--- src/rtl/controller_if.sv ---
`default_nettype none
// +----------------------------------------------------------------------+
// | Module      : controller_if                                          |
// | Description : Control bundle between the multicycle MIPS controller  |
// |               and its datapath. The controller reads the opcode,     |
// |               function field and ALU zero flag. It returns the mux   |
// |               selects, the write enables and the ALU operation.      |
// | Revision    : 1.0 - initial release                                  |
// +----------------------------------------------------------------------+
interface controller_if;
   logic [5:0] op;
   logic [5:0] funct;
   logic       zero;
   logic       pcen;
   logic       memwrite;
   logic       irwrite;
   logic       regwrite;
   logic       alusrca;
   logic       iord;
   logic       memtoreg;
   logic       regdst;
   logic [1:0] alusrcb;
   logic [1:0] pcsrc;
   logic [2:0] alucontrol;

   // Controller side: consumes instruction fields, drives control lines
   modport master (
      input  op, funct, zero,
      output pcen, memwrite, irwrite, regwrite, alusrca, iord,
             memtoreg, regdst, alusrcb, pcsrc, alucontrol
   );

   // Datapath side: supplies instruction fields, obeys control lines
   modport slave (
      output op, funct, zero,
      input  pcen, memwrite, irwrite, regwrite, alusrca, iord,
             memtoreg, regdst, alusrcb, pcsrc, alucontrol
   );
endinterface
`default_nettype wire

--- src/rtl/controller.sv ---
`default_nettype none
// +----------------------------------------------------------------------+
// | Module      : controller                                             |
// | Description : Moore FSM control unit for the multicycle MIPS CPU.    |
// |               It steps each instruction through fetch, decode,       |
// |               execute, memory and writeback. It decodes the ALU      |
// |               operation from the opcode class and the funct field.   |
// | Revision    : 1.0 - initial release                                  |
// +----------------------------------------------------------------------+
module controller (
   input  logic         clk,
   input  logic         reset,
   controller_if.master bus
);

   localparam logic [5:0] c_op_lw    = 6'b100011;
   localparam logic [5:0] c_op_sw    = 6'b101011;
   localparam logic [5:0] c_op_rtype = 6'b000000;
   localparam logic [5:0] c_op_beq   = 6'b000100;
   localparam logic [5:0] c_op_addi  = 6'b001000;
   localparam logic [5:0] c_op_j     = 6'b000010;

   typedef enum logic [3:0] {
      c_fetch    = 4'd0,
      c_decode   = 4'd1,
      c_memadr   = 4'd2,
      c_memrd    = 4'd3,
      c_memwb    = 4'd4,
      c_memwr    = 4'd5,
      c_execute  = 4'd6,
      c_aluwb    = 4'd7,
      c_branch   = 4'd8,
      c_addiexec = 4'd9,
      c_addiwb   = 4'd10,
      c_jump     = 4'd11
   } state_t;

   state_t     r_state;
   state_t     w_next;
   logic       w_pcwrite;
   logic       w_branch;
   logic [1:0] w_aluop;

   // State register; reset drops the FSM into fetch without waiting for a clock edge
   always_ff @(posedge clk or negedge reset) begin
      if (!reset) begin
         r_state <= c_fetch;
      end else begin
         r_state <= w_next;
      end
   end

   // Next-state selection and Moore control outputs for the current state
   always_comb begin
      w_next       = c_fetch;
      w_pcwrite    = 1'b0;
      w_branch     = 1'b0;
      w_aluop      = 2'b00;
      bus.memwrite = 1'b0;
      bus.irwrite  = 1'b0;
      bus.regwrite = 1'b0;
      bus.alusrca  = 1'b0;
      bus.iord     = 1'b0;
      bus.memtoreg = 1'b0;
      bus.regdst   = 1'b0;
      bus.alusrcb  = 2'b00;
      bus.pcsrc    = 2'b00;
      case (r_state)
         c_fetch: begin
            bus.alusrcb = 2'b01;
            bus.irwrite = 1'b1;
            w_pcwrite   = 1'b1;
            w_next      = c_decode;
         end
         c_decode: begin
            // Branch target is precomputed here while the opcode is decoded
            bus.alusrcb = 2'b11;
            case (bus.op)
               c_op_lw, c_op_sw: w_next = c_memadr;
               c_op_rtype:       w_next = c_execute;
               c_op_beq:         w_next = c_branch;
               c_op_addi:        w_next = c_addiexec;
               c_op_j:           w_next = c_jump;
               default:          w_next = c_fetch;
            endcase
         end
         c_memadr: begin
            bus.alusrca = 1'b1;
            bus.alusrcb = 2'b10;
            w_next      = (bus.op == c_op_lw) ? c_memrd : c_memwr;
         end
         c_memrd: begin
            bus.iord = 1'b1;
            w_next   = c_memwb;
         end
         c_memwb: begin
            bus.memtoreg = 1'b1;
            bus.regwrite = 1'b1;
            w_next       = c_fetch;
         end
         c_memwr: begin
            bus.iord     = 1'b1;
            bus.memwrite = 1'b1;
            w_next       = c_fetch;
         end
         c_execute: begin
            bus.alusrca = 1'b1;
            w_aluop     = 2'b10;
            w_next      = c_aluwb;
         end
         c_aluwb: begin
            bus.regdst   = 1'b1;
            bus.regwrite = 1'b1;
            w_next       = c_fetch;
         end
         c_branch: begin
            bus.alusrca = 1'b1;
            w_aluop     = 2'b01;
            bus.pcsrc   = 2'b01;
            w_branch    = 1'b1;
            w_next      = c_fetch;
         end
         c_addiexec: begin
            bus.alusrca = 1'b1;
            bus.alusrcb = 2'b10;
            w_next      = c_addiwb;
         end
         c_addiwb: begin
            bus.regwrite = 1'b1;
            w_next       = c_fetch;
         end
         c_jump: begin
            bus.pcsrc = 2'b10;
            w_pcwrite = 1'b1;
            w_next    = c_fetch;
         end
         default: begin
            w_next = c_fetch;
         end
      endcase
   end

   // ALU decoder: add for address/PC math, subtract for beq, funct-driven for R-type
   always_comb begin
      bus.alucontrol = 3'b010;
      case (w_aluop)
         2'b00: bus.alucontrol = 3'b010;
         2'b01: bus.alucontrol = 3'b110;
         default: begin
            case (bus.funct)
               6'b100000: bus.alucontrol = 3'b010;
               6'b100010: bus.alucontrol = 3'b110;
               6'b100100: bus.alucontrol = 3'b000;
               6'b100101: bus.alucontrol = 3'b001;
               6'b101010: bus.alucontrol = 3'b111;
               default:   bus.alucontrol = 3'b010;
            endcase
         end
      endcase
   end

   // PC write: unconditional in fetch/jump, taken-branch only when the compare hit zero
   assign bus.pcen = w_pcwrite | (w_branch & bus.zero);

endmodule
`default_nettype wire

--- src/flat_wrapper.sv ---
// flat-port wrapper written by rule: the top's interface ports become plain ports
module controller_flat 
  (clk, reset, bus_op, bus_funct, bus_zero, bus_pcen, bus_memwrite, bus_irwrite, bus_regwrite, bus_alusrca, bus_iord, bus_memtoreg, bus_regdst, bus_alusrcb, bus_pcsrc, bus_alucontrol);
  controller_if bus_i ();
  input  logic clk;
  input  logic reset;
  input wire logic [$bits(bus_i.op)-1:0] bus_op;
  input wire logic [$bits(bus_i.funct)-1:0] bus_funct;
  input wire logic [$bits(bus_i.zero)-1:0] bus_zero;
  output wire logic [$bits(bus_i.pcen)-1:0] bus_pcen;
  output wire logic [$bits(bus_i.memwrite)-1:0] bus_memwrite;
  output wire logic [$bits(bus_i.irwrite)-1:0] bus_irwrite;
  output wire logic [$bits(bus_i.regwrite)-1:0] bus_regwrite;
  output wire logic [$bits(bus_i.alusrca)-1:0] bus_alusrca;
  output wire logic [$bits(bus_i.iord)-1:0] bus_iord;
  output wire logic [$bits(bus_i.memtoreg)-1:0] bus_memtoreg;
  output wire logic [$bits(bus_i.regdst)-1:0] bus_regdst;
  output wire logic [$bits(bus_i.alusrcb)-1:0] bus_alusrcb;
  output wire logic [$bits(bus_i.pcsrc)-1:0] bus_pcsrc;
  output wire logic [$bits(bus_i.alucontrol)-1:0] bus_alucontrol;
  assign bus_i.op = bus_op;
  assign bus_i.funct = bus_funct;
  assign bus_i.zero = bus_zero;
  assign bus_pcen = bus_i.pcen;
  assign bus_memwrite = bus_i.memwrite;
  assign bus_irwrite = bus_i.irwrite;
  assign bus_regwrite = bus_i.regwrite;
  assign bus_alusrca = bus_i.alusrca;
  assign bus_iord = bus_i.iord;
  assign bus_memtoreg = bus_i.memtoreg;
  assign bus_regdst = bus_i.regdst;
  assign bus_alusrcb = bus_i.alusrcb;
  assign bus_pcsrc = bus_i.pcsrc;
  assign bus_alucontrol = bus_i.alucontrol;
  controller u_core (.clk(clk), .reset(reset), .bus(bus_i));
endmodule
--- config.mk ---
export PLATFORM = sky130hd
export DESIGN_NAME = controller_flat
export DESIGN_NICKNAME = d
export VERILOG_FILES = /design/src/rtl/controller_if.sv /design/src/rtl/controller.sv /design/src/flat_wrapper.sv
export SDC_FILE = /design/constraint.sdc
export NUM_CORES = 1
export LEC_CHECK = 0
export CORE_MARGIN = 2
export CORE_UTILIZATION = 34
export DETAILED_ROUTE_END_ITERATION = 16
export GPL_TIMING_DRIVEN = 0
export PLACE_DENSITY = 0.77
export SLEW_MARGIN = 0
export SYNTH_ARGS = -nofsm -noshare
export SYNTH_HDL_FRONTEND = slang
export SYNTH_SLANG_ARGS = --single-unit
--- constraint.sdc ---
create_clock -name clk -period 2 [get_ports clk]
set_clock_uncertainty 0.05 [all_clocks]
set_input_delay 0.6 -clock clk [delete_from_list [all_inputs] [get_ports clk]]
set_output_delay 0.6 -clock clk [all_outputs]
set_load 0.01 [all_outputs]
# Yosys cells after proc, flatten, opt, wreduce, memory -nomap -nowiden
# Cells that the tools add are included.
[totals]
register_bits = 4
in_bits = 15
[op_classes]
eq_ne = 21
mux = 17
bitwise = 2
n_reduce_logical = 9
[ops]
columns = ["operator", "n"]
rows = [
  ["6-bit == test (second input constant)", 6],
  ["4-bit case mux with 6 select lines", 1],
  ["4-bit case mux with 5 select lines", 1],
  ["4-bit by 3-bit == test with 1-bit output (second input constant)", 4],
  ["4-bit == test (second input constant)", 4],
  ["3-bit case mux with 4 select lines", 1],
  ["1-bit two-way mux", 9],
  ["4-bit by 2-bit == test with 1-bit output (second input constant)", 2],
  ["2-bit case mux with 2 select lines", 2],
  ["2-bit OR reduction", 4],
  ["6-bit by 2-bit == test with 1-bit output (second input constant)", 1],
  ["6-bit by 3-bit == test with 1-bit output (second input constant)", 1],
  ["6-bit by 4-bit == test with 1-bit output (second input constant)", 1],
  ["6-bit logical NOT", 1],
  ["2-bit case mux with 3 select lines", 1],
  ["3-bit case mux with 2 select lines", 1],
  ["4-bit by 1-bit == test with 1-bit output (second input constant)", 1],
  ["4-bit logical NOT", 1],
  ["4-bit OR reduction", 1],
  ["3-bit two-way mux", 1],
  ["3-bit OR reduction", 1],
  ["2-bit by 1-bit == test with 1-bit output (second input constant)", 1],
  ["2-bit logical NOT", 1],
  ["1-bit bitwise AND", 1],
  ["1-bit OR", 1],
]

# Logic depth before layout (Yosys ltp)
# Gate-level depths: netlist (run 1).
[depth]
depth_word = 4
depth_mapped = 4
mapped_depth_nobuf = 3

# Worst setup path before layout (run 1)
# No wires, ideal clock.
[synth_path]
path_kind = "input port to output port"
start = "input bus_funct[5]"
end = "output bus_alucontrol[2]"
arrival_time_ps = 1283
required_ps = 1350
setup_slack_ps = 67
cell_stages = 3
cell_sequence = "nor4bb_1 nand3_1 o21bai_1"
[synth_between]
elab_chain_cells = 3
[synth_rtl]
columns = ["item", "line_no", "source"]
rows = [
  ["start: declaration", "flat_wrapper.sv:8", "input wire logic [$bits(bus_i.funct)-1:0] bus_funct;"],
  ["6-bit == test", "controller.sv:150", "case (bus.funct)"],
  ["3-bit case mux with 4 select lines *", "controller.sv:150", ""],
  ["3-bit case mux with 2 select lines *", "controller.sv:146", "case (w_aluop)"],
  ["end: declaration", "flat_wrapper.sv:20", "output wire logic [$bits(bus_i.alucontrol)-1:0] bus_alucontrol;"],
]
# Mark *: on every way between the ends. The rest lies on a longest branch, timed or not.

# Worst setup path after layout (run 1)
[layout_path]
start = "input bus_funct[5]"
end = "output bus_alucontrol[0]"
# The elaborated chain is that of the path after synthesis.

==> results of run 1 <==
==> worst paths after layout <==
path | from | end | slack, ns | depth (start not counted)
setup / recovery | bus_funct[5] | bus_alucontrol[0] | -0.10 | 5
hold / removal | reset | u_core.r_state[2] | 0.51 | 1
setup reg to reg | u_core.r_state[0] | u_core.r_state[1] | 0.61 | 6
hold reg to reg | u_core.r_state[2] | u_core.r_state[3] | 0.62 | 2
max in group asynchronous | reset | u_core.r_state[0] | 1.20 | 1
min in group clk | u_core.r_state[2] | u_core.r_state[3] | 0.62 | 2
==> power breakdown <==
group / switching, mW / internal (mW)
Clock: 0.0306 / 0.0669
Combinational: 0.286 / 0.333
Sequential: 0.0185 / 0.103
==> cell usage after synthesis, drive strengths merged (2+ instances only) <==
cell type / count
and3: 2
nand3: 3
o221ai: 2
nand2b: 3
dfrtp: 4
clkbuf: 2
nor2: 8
o21ai: 2
nor3b: 2
nand4: 2
nand2: 2
nor3: 6
a21oi: 3
or2: 2
==> metal layers <==
layer	vias to the layer above	GRT usage (%)	part of all wire, %
met4	0	10.83	0.76
li1	335	-	-
met5	-	0	0
met2	34	42.74	51
met1	315	21.33	40
met3	2	7.778	7.7
==> final cells by class <==
cell class / instances / area [sq um] / share of cell area (%)
inverter: 1 / 8.758 / 0.8986
buffer: 2 / 30.03 / 3.081
sequential: 4 / 102.6 / 10.53
multi-input combinational: 52 / 417.9 / 42.88
tap: 15 / 18.77 / 1.926
timing repair buffer: 47 / 371.6 / 38.13
antenna: 1 / 2.502 / 0.2567
clock buffer: 3 / 22.52 / 2.311
==> through the flow <==
stage | std cells | cell area (sq um) | power (mW) | TNS [ns]
detailed placement | 104 | 755.7 | 0.5279 | -4.959
finish | 125 | 974.7 | 0.8378 | -0.2042
global route | 125 | 974.7 | 0.8977 | -0.5495
global placement | 104 | 755.7 | 0.5259 | -4.889
floorplan | 60 | 446.7 | 0.3350 | 0
CTS | 117 | 927.1 | 0.7620 | -0.2068
==> kinds of logic after synthesis <==
family	Yosys count	share of synthesized area (%)
AND/OR/NAND/NOR	35	43.98
AO/OA/AOI/OAI	14	24.09
flip-flops	4	22.41
buffers and inverters	4	3.360
XOR/XNOR	2	3.922
multiplexers	1	2.241
==> repair_timing <==
| action | in CTS | in global routing |
|---|---|---|
| pin swaps | 10 | 10 |
| gates resized for setup | 78 | 27 |
| endpoints found under the setup margin | 15 | 12 |
| hold buffers | 0 | 0 |
| gates cloned | 0 | 0 |
| buffers inserted | 10 | 8 |
==> worst max-delay path, cell delays in order <==
cell and delay, ns:
dlygate4sd2_1 0.22, nor4bb_4 0.22, nand3_1 0.14, nor2_1 0.14, buf_2 0.14
==> results.md, run 1 <==
* Avg Inst Size Synth at 7.445 sq um
* Crit path arrival time at 1.45 ns
* Slew margin rel. at 74.36%
* Post-Syn Nets at 75
* CTS tree: yes
* FP Rows at 13
* Synth unique cells at 32
* CTS clock-pin slew for the worst setup and hold paths at 0.04 ns
* Inserted Clock Buffers at 3
* Die height at 40.25 um
* Share of layout cells above drive strength 1 at 51.38%
* CP Class: input port to primary output
* Post-route ant nets at 0
* Biggest regs: u_core.r_state (4)
* H-tree depth at 1
* PwrDens at 859.5 nW/um^2
* Dpl hpwl at 1.008 mm
* Sinks on Clock Net at 4
* Worst Tran Pin Value at 0.3817 ns
* Area Overhead vs Synth at 118.2%
* DRT iter0 DRCs at 8
* Starting Density at 35.21%
* Gr ovfl total at 0
* Placeable Area at 1269 sq um
* Yosys top cell by area: dfrtp_1
* Clk_lat worst skew at 0.23 ns
* Crit start category: input port
* Die W at 40.25 um
* Dpl ws at -0.8927 ns
* Commonest cells after routing, fill and taps aside: 12 x buf_4, 11 x buf_2, 7 x nor2_1, 7 x clkdlybuf4s50_1, 6 x buf_6
* Final period util at 105.0%
* Vias at 686
* Total routed wirelength at 1.853 mm
* Port Buf Inserts at 29
* VDD IR max at 0.0005847 V
* Async set-reset flop share out of synthesis at 100.0%
* CP endpoint kind: primary output
* CP Data Required Time at 1.35 ns
* Largest net degree at the start of global routing at 11
* Synth top area share at 22.41%
* Synthesis-stage register bit count at 4
* Fillers at 95
* Final core occ at 76.82%
* FMAX at 476.0 MHz
* Overall Global Routing Usage at 22.59%
* RSZ-0062 raised after global routing: true
* Final hold vios at 0
* Final worst-path setup slack at -0.1009 ns
* Commonest non-fill, non-tap cell in the layout: buf_4
* DRC Markers at 0
* Clk root buf: clkbuf_4
* Post-synth EDFFs at 0
* Crit path time final at 2.101 ns
* Largest Register: u_core.r_state
* Synth warn at 0
* Slew Limit Fails at 0
* Most common flop cell mapped by yosys: dfrtp_1
* Drt pass-1 iters at 4
* Hold slack at 0.5144 ns
* WL per Instance at 14.82 um
* Vias in the first global route at 564
* First-pass GRT wire length at 2.339 mm
* Status: finished with violations
* Mapped Cells at 60
* Mapped Area at 446.7 sq um
* Largest register FFs at 4
* Clock buffer depth at 2
* Lkg Pwr at 0.4457 nW
* Failing checks: negative setup slack
* Nets@finish at 126
* MaxCap Viol Count at 0
* Final-report setup violation count at 4
* Synth area leaders: dfrtp_1 22%, nor3_1 6.7%, nor2_1 6.7%, nand2b_1 4.2%, o221ai_1 3.9%
* Initial antenna violation count at 1
* # IOs at 30
* Die area at 1620 sq um
* Worst hold path class: input port to asynchronous set/reset pin
* Sequential-to-total area share from yosys stat at 22.41%
* DR vias/cell at 5.488
* Crit-path max FO at 2
* GPL Wtd Cong at 0.8023
Power figures use the tool's default switching activity.
==> run 2, diff against run 1 <==
--- a/config.mk
+++ b/config.mk
@@ -5,11 +5,12 @@
 export SDC_FILE = /design/constraint.sdc
 export NUM_CORES = 1
 export LEC_CHECK = 0
-export CORE_MARGIN = 2
-export CORE_UTILIZATION = 34
+export CAP_MARGIN = 40
+export CORE_AREA = 2 2 39 41
 export DETAILED_ROUTE_END_ITERATION = 16
+export DIE_AREA = 0 0 41 43
 export GPL_TIMING_DRIVEN = 0
-export PLACE_DENSITY = 0.77
+export PLACE_DENSITY = 0.76
 export SLEW_MARGIN = 0
 export SYNTH_ARGS = -nofsm -noshare
 export SYNTH_HDL_FRONTEND = slang
==> constraint.sdc (replaced) <==
create_clock -name clk -period 2.7 [get_ports clk]
set_clock_uncertainty 0.05 [all_clocks]
set_input_delay 0.81 -clock clk [delete_from_list [all_inputs] [get_ports clk]]
set_output_delay 0.81 -clock clk [all_outputs]
set_load 0.01 [all_outputs]
==> results.md, run 2 (synthesis gave the netlist of run 1 again) <==
* Initial antenna violation count at 0
* Tot Pwr at 0.4820 mW
* Crit path time final at 2.617 ns
* Final core occ at 57.69%
* Final hold vios at 0
* CP Cell Sequence: clkdlybuf4s50_1 > nor3b_2 > a32oi_1 > nor2_1 > buf_2
* Hold buffer count at cts at 0
* Vias in the first global route at 530
* Largest Register: u_core.r_state
* Status: finished, final reports clean
* First-pass GRT wire length at 2.007 mm
* Placed Cells at 105
* H-tree depth at 1
* CP Data Required Time at 1.84 ns
* CP Class: input port to primary output
* DRT iter0 DRCs at 8
* WL per Instance at 12.41 um
* Clock buffer depth at 2
* Final-report setup violation count at 0
* CTS tree: yes
* Biggest regs: u_core.r_state (4)
* Drt pass-1 iters at 4
* Inserted Clock Buffers at 3
* Crit start category: input port
* RSZ-0062 raised after global routing: false
* Largest register FFs at 4
* Die W at 41 um
* Placeable Area at 1384 sq um
* CTS clock-pin slew for the worst setup and hold paths at 0.04 ns
* MaxCap Viol Count at 0
* Clk pwr share at 15.4%
* Slew Limit Fails at 0
* Cell-internal power at 0.2905 mW
* DR vias/cell at 5.463
* PwrDens at 603.8 nW/um^2
* Starting Density at 32.28%
* Port Buf Inserts at 29
* Die area at 1763 sq um
* Commonest non-fill, non-tap cell in the layout: clkdlybuf4s50_1
* Nets@finish at 109
* Largest net degree at the start of global routing at 11
* Worst hold stages at 2
* GPL Wtd Cong at 0.8368
* DRC Markers at 0
* Worst hold path class: flip-flop to flip-flop
* Crit-path max FO at 3
* Lkg Pwr at 0.3241 nW
* VDD IR max at 0.0003087 V
* Worst path slowest cell: clkdlybuf4s50_1
* Total routed wirelength at 1.340 mm
* Switching pwr at 0.1915 mW
* R2R cell count at 4
* Commonest cells after routing, fill and taps aside: 23 x clkdlybuf4s50_1, 8 x nor2_1, 4 x buf_2, 4 x clkbuf_4, 4 x nor3_1
* Post-route ant nets at 0
* FP Rows at 14
* Clk_lat worst skew at 0.24 ns
* Comb power frac at 64.5%
* CP endpoint kind: primary output
* Area Overhead vs Synth at 78.71%
* Gr ovfl total at 0
* Crit path arrival time at 1.76 ns
* Slew margin rel. at 75.50%
* # IOs at 30
* Clk root buf: clkbuf_4
* Die height at 43 um
* Sinks on Clock Net at 4
* Crit-path max cell delay at 0.45 ns
* Net Sw Frac at 39.73%
* Hold slack at 0.6439 ns
* Dpl ws at -0.6533 ns
* R2r setup slk at 1.42 ns
* Power share of the sequential group at 20.1%
* Worst Tran Pin Value at 0.3627 ns
* Share of layout cells above drive strength 1 at 20.65%
* Overall Global Routing Usage at 16.30%
* Count of antenna diodes in the layout at 0
* FMAX at 382.1 MHz
* Non-filler instance count after layout at 108
* Dpl hpwl at 1.011 mm
* Vias at 590
* Final worst-path setup slack at 0.08262 ns
* Final period util at 96.94%
* Post-CTS Setup Inserts at 0
==> run 2: cell types whose count changed in the layout (fill, tap and decap cells not counted), moves of 3 or more <==
| cell | before | now |
|---|---|---|
| nand2b_1 | 0 | 3 |
| clkdlybuf4s15_1 | 3 | 0 |
| clkdlybuf4s50_1 | 7 | 23 |
| nand2b_4 | 3 | 0 |
| buf_6 | 6 | 0 |
| buf_4 | 12 | 0 |
| buf_2 | 11 | 4 |
==> run 2: repair_timing <==
item,CTS,global route
pin swaps,5,1
resized for setup,21,6
setup endpoints to repair,7,5
==> run 2: power by group through the flow <==
stage	combinational [mW]	sequential, mW	clock (mW)
2_1_floorplan	0.162	0.0858	0
3_3_place_gp	0.300	0.0903	0
3_5_place_dp	0.303	0.0901	0
4_1_cts	0.305	0.0948	0.0746
5_1_grt	0.336	0.100	0.0772
6_report	0.311	0.0967	0.0745
==> run 2: metrics by stage <==
| stage | setup TNS [ns] | instance area, sq um |
|---|---|---|
| floorplan | 0 | 446.7 |
| CTS | 0 | 795.8 |
| global route | 0 | 798.3 |
| detailed placement | -1.861 | 757.0 |
| global placement | -1.776 | 757.0 |
| finish | 0 | 798.3 |
==> run 2: final timing paths <==
kind | start | endpoint
worst max-delay path | bus_funct[1] | bus_alucontrol[0]
worst min-delay path | u_core.r_state[2] | u_core.r_state[2]
worst max register to register | u_core.r_state[2] | u_core.r_state[2]
worst min register to register | u_core.r_state[2] | u_core.r_state[2]
max in group asynchronous | reset | u_core.r_state[0]
min in group asynchronous | reset | u_core.r_state[2]
==> run 2: critical path, delay by kind of cell <==
kind                   cells  cell delay [ns]
buffers and inverters      2             0.58
and+or+nand+nor            2             0.29
AOI/OAI and AO/OA          1             0.07
==> run 2: area by class of cell <==
cell class | count | area, sq um
Inverter | 1 | 3.754
Clock buffer | 3 | 22.52
Multi-Input combinational cell | 52 | 361.6
Buffer | 3 | 17.52
Fill cell | 141 | 585.6
Tap cell | 16 | 20.02
Sequential cell | 4 | 101.3
Timing Repair Buffer | 29 | 271.5
==> run 2: metal layers <==
layer	GRT usage [%]	part of all wire (%)
met2	28.44	49
met5	0	0
met4	8.000	0.97
met3	5.236	11
met1	15.86	38
==> run 3, diff against run 2 <==
--- a/config.mk
+++ b/config.mk
@@ -9,8 +9,9 @@
 export CORE_AREA = 2 2 39 41
 export DETAILED_ROUTE_END_ITERATION = 16
 export DIE_AREA = 0 0 41 43
+export DONT_BUFFER_PORTS = 1
 export GPL_TIMING_DRIVEN = 0
-export PLACE_DENSITY = 0.76
+export PLACE_DENSITY = 0.56
 export SLEW_MARGIN = 0
 export SYNTH_ARGS = -nofsm -noshare
 export SYNTH_HDL_FRONTEND = slang
==> results.md, run 3 (synthesis gave the netlist of run 1 again) <==
* Worst hold path class: input port to asynchronous set/reset pin
* DRT iter0 DRCs at 13
* Post-CTS Setup Inserts at 0
* Biggest regs: u_core.r_state (4)
* Count of antenna diodes in the layout at 0
* DR vias/cell at 6.101
* CP Data Required Time at 1.84 ns
* Dpl hpwl at 900 um
* Largest register FFs at 4
* FF-to-FF End: u_core.r_state[2]
* Inserted Clock Buffers at 3
* Setup TNS Final at 0 ns
* FP Rows at 14
* R2r setup slk at 1.12 ns
* FMAX at 414.4 MHz
* Worst path top cell family by delay: simple AND/OR/NAND/NOR gates
* Crit start category: flip-flop
* Post-route ant nets at 0
* Slew margin rel. at 60.77%
* Sinks on Clock Net at 4
* CTS tree: yes
* Crit path arrival time at 1.55 ns
* Final hold vios at 0
* Worst Tran Pin Value at 0.5840 ns
* GPL Wtd Cong at 0.7431
* CP Class: flip-flop to primary output
* Largest Register: u_core.r_state
* Vias in the first global route at 445
* Area Overhead vs Synth at 9.524%
* Crit path time final at 2.413 ns
* Port Buf Inserts at 0
* # IOs at 30
* Commonest non-fill, non-tap cell in the layout: nor2_1
* Starting Density at 32.28%
* Final period util at 89.38%
* Crit-path max FO at 10
* Final core occ at 35.35%
* Clock buffer depth at 2
* RSZ-0062 raised after global routing: false
* Slew Limit Fails at 0
* Overall Global Routing Usage at 13.81%
* CP Cell Sequence: clkbuf_1 > nor3_1 > o21bai_1
* Final-report setup violation count at 0
* Clk_lat worst skew at 0.24 ns
* PwrDens at 731.5 nW/um^2
* Crit-path max cell delay at 0.44 ns
* H-tree depth at 1
* Drt pass-1 iters at 5
* Vias at 482
* Placeable Area at 1384 sq um
* Commonest cells after routing, fill and taps aside: 8 x nor2_1, 6 x nor3_1, 4 x dfrtp_1
* Nets@finish at 80
* Status: finished, final reports clean
* DRC Markers at 0
* Share of layout cells above drive strength 1 at 11.11%
* Hold buffer count at cts at 0
* CTS clock-pin slew for the worst setup and hold paths at 0.04 ns
* Post-CTS sizing at 0
* R2R cell count at 4
* CP endpoint kind: primary output
* WL per Instance at 14.06 um
* Die area at 1763 sq um
* Total routed wirelength at 1.111 mm
* Die W at 41 um
* VDD IR max at 0.0002394 V
* Clk root buf: clkbuf_4
* Gr ovfl total at 0
* Worst path slowest cell: nor3_1
* Crit Reg-Reg Startpoint: u_core.r_state[2]
* Die height at 43 um
* Lkg Pwr at 0.1884 nW
* First-pass GRT wire length at 1.697 mm
* Initial antenna violation count at 0
* Largest net degree at the start of global routing at 11
* Crit path buffers/inverters at 1
* MaxCap Viol Count at 0
## run 3: cell types whose count changed in the layout (fill, tap and decap cells not counted), sizes merged
cell           change
dlygate4sd2        -3
clkdlybuf4s50     -23
buf                -3
## run 3: cell type report
type | count | area, sq um
Buffer | 3 | 11.26
Clock buffer | 3 | 22.52
Fill cell | 158 | 894.6
Inverter | 1 | 3.754
Multi-Input combinational cell | 52 | 331.6
Sequential cell | 4 | 100.1
Tap cell | 16 | 20.02
## run 3: metrics by stage
step	area, sq um	worst slack, ns	hold slack (ns)	instances	power [mW]
2_1_floorplan	446.7	0.3468	0.4644	60	0.2482
3_3_place_gp	466.7	0.2706	0.4645	76	0.2815
3_5_place_dp	466.7	0.2714	0.4645	76	0.2796
4_1_cts	489.2	0.2739	0.2082	79	0.3587
5_1_grt	489.2	0.08638	0.2120	79	0.3847
6_report	489.2	0.2866	0.2089	79	0.3578
## run 3: how the worst max path moves through the flow
stage | start | end | slack (ns) | cells after the start
6_report | u_core.r_state[0] | bus_alucontrol[2] | 0.29 | 3
5_1_grt | u_core.r_state[0] | bus_alucontrol[2] | 0.09 | 3
4_1_cts | u_core.r_state[0] | bus_alucontrol[2] | 0.27 | 3
3_5_place_dp | bus_funct[5] | bus_alucontrol[2] | 0.27 | 3
3_3_place_gp | bus_funct[5] | bus_alucontrol[2] | 0.27 | 3
2_1_floorplan | bus_funct[5] | bus_alucontrol[2] | 0.35 | 3
## run 3: layer usage
| layer | up-vias | GRT usage, % | share of wire, % | wire length, um |
|---|---|---|---|---|
| li1 | 232 | - | - | - |
| met1 | 222 | 16.94 | 40 | 444 |
| met2 | 26 | 21.25 | 47 | 525 |
| met3 | 2 | 2.618 | 11 | 118 |
| met4 | 0 | 8.000 | 2.0 | 22 |
| met5 | - | 0 | 0 | 0 |
## run 3: report_power, final
part,internal (mW),total [mW],switching [mW]
logic,0.0687,0.191,0.122
clock network,0.0500,0.0783,0.0283
registers,0.0743,0.0884,0.0141
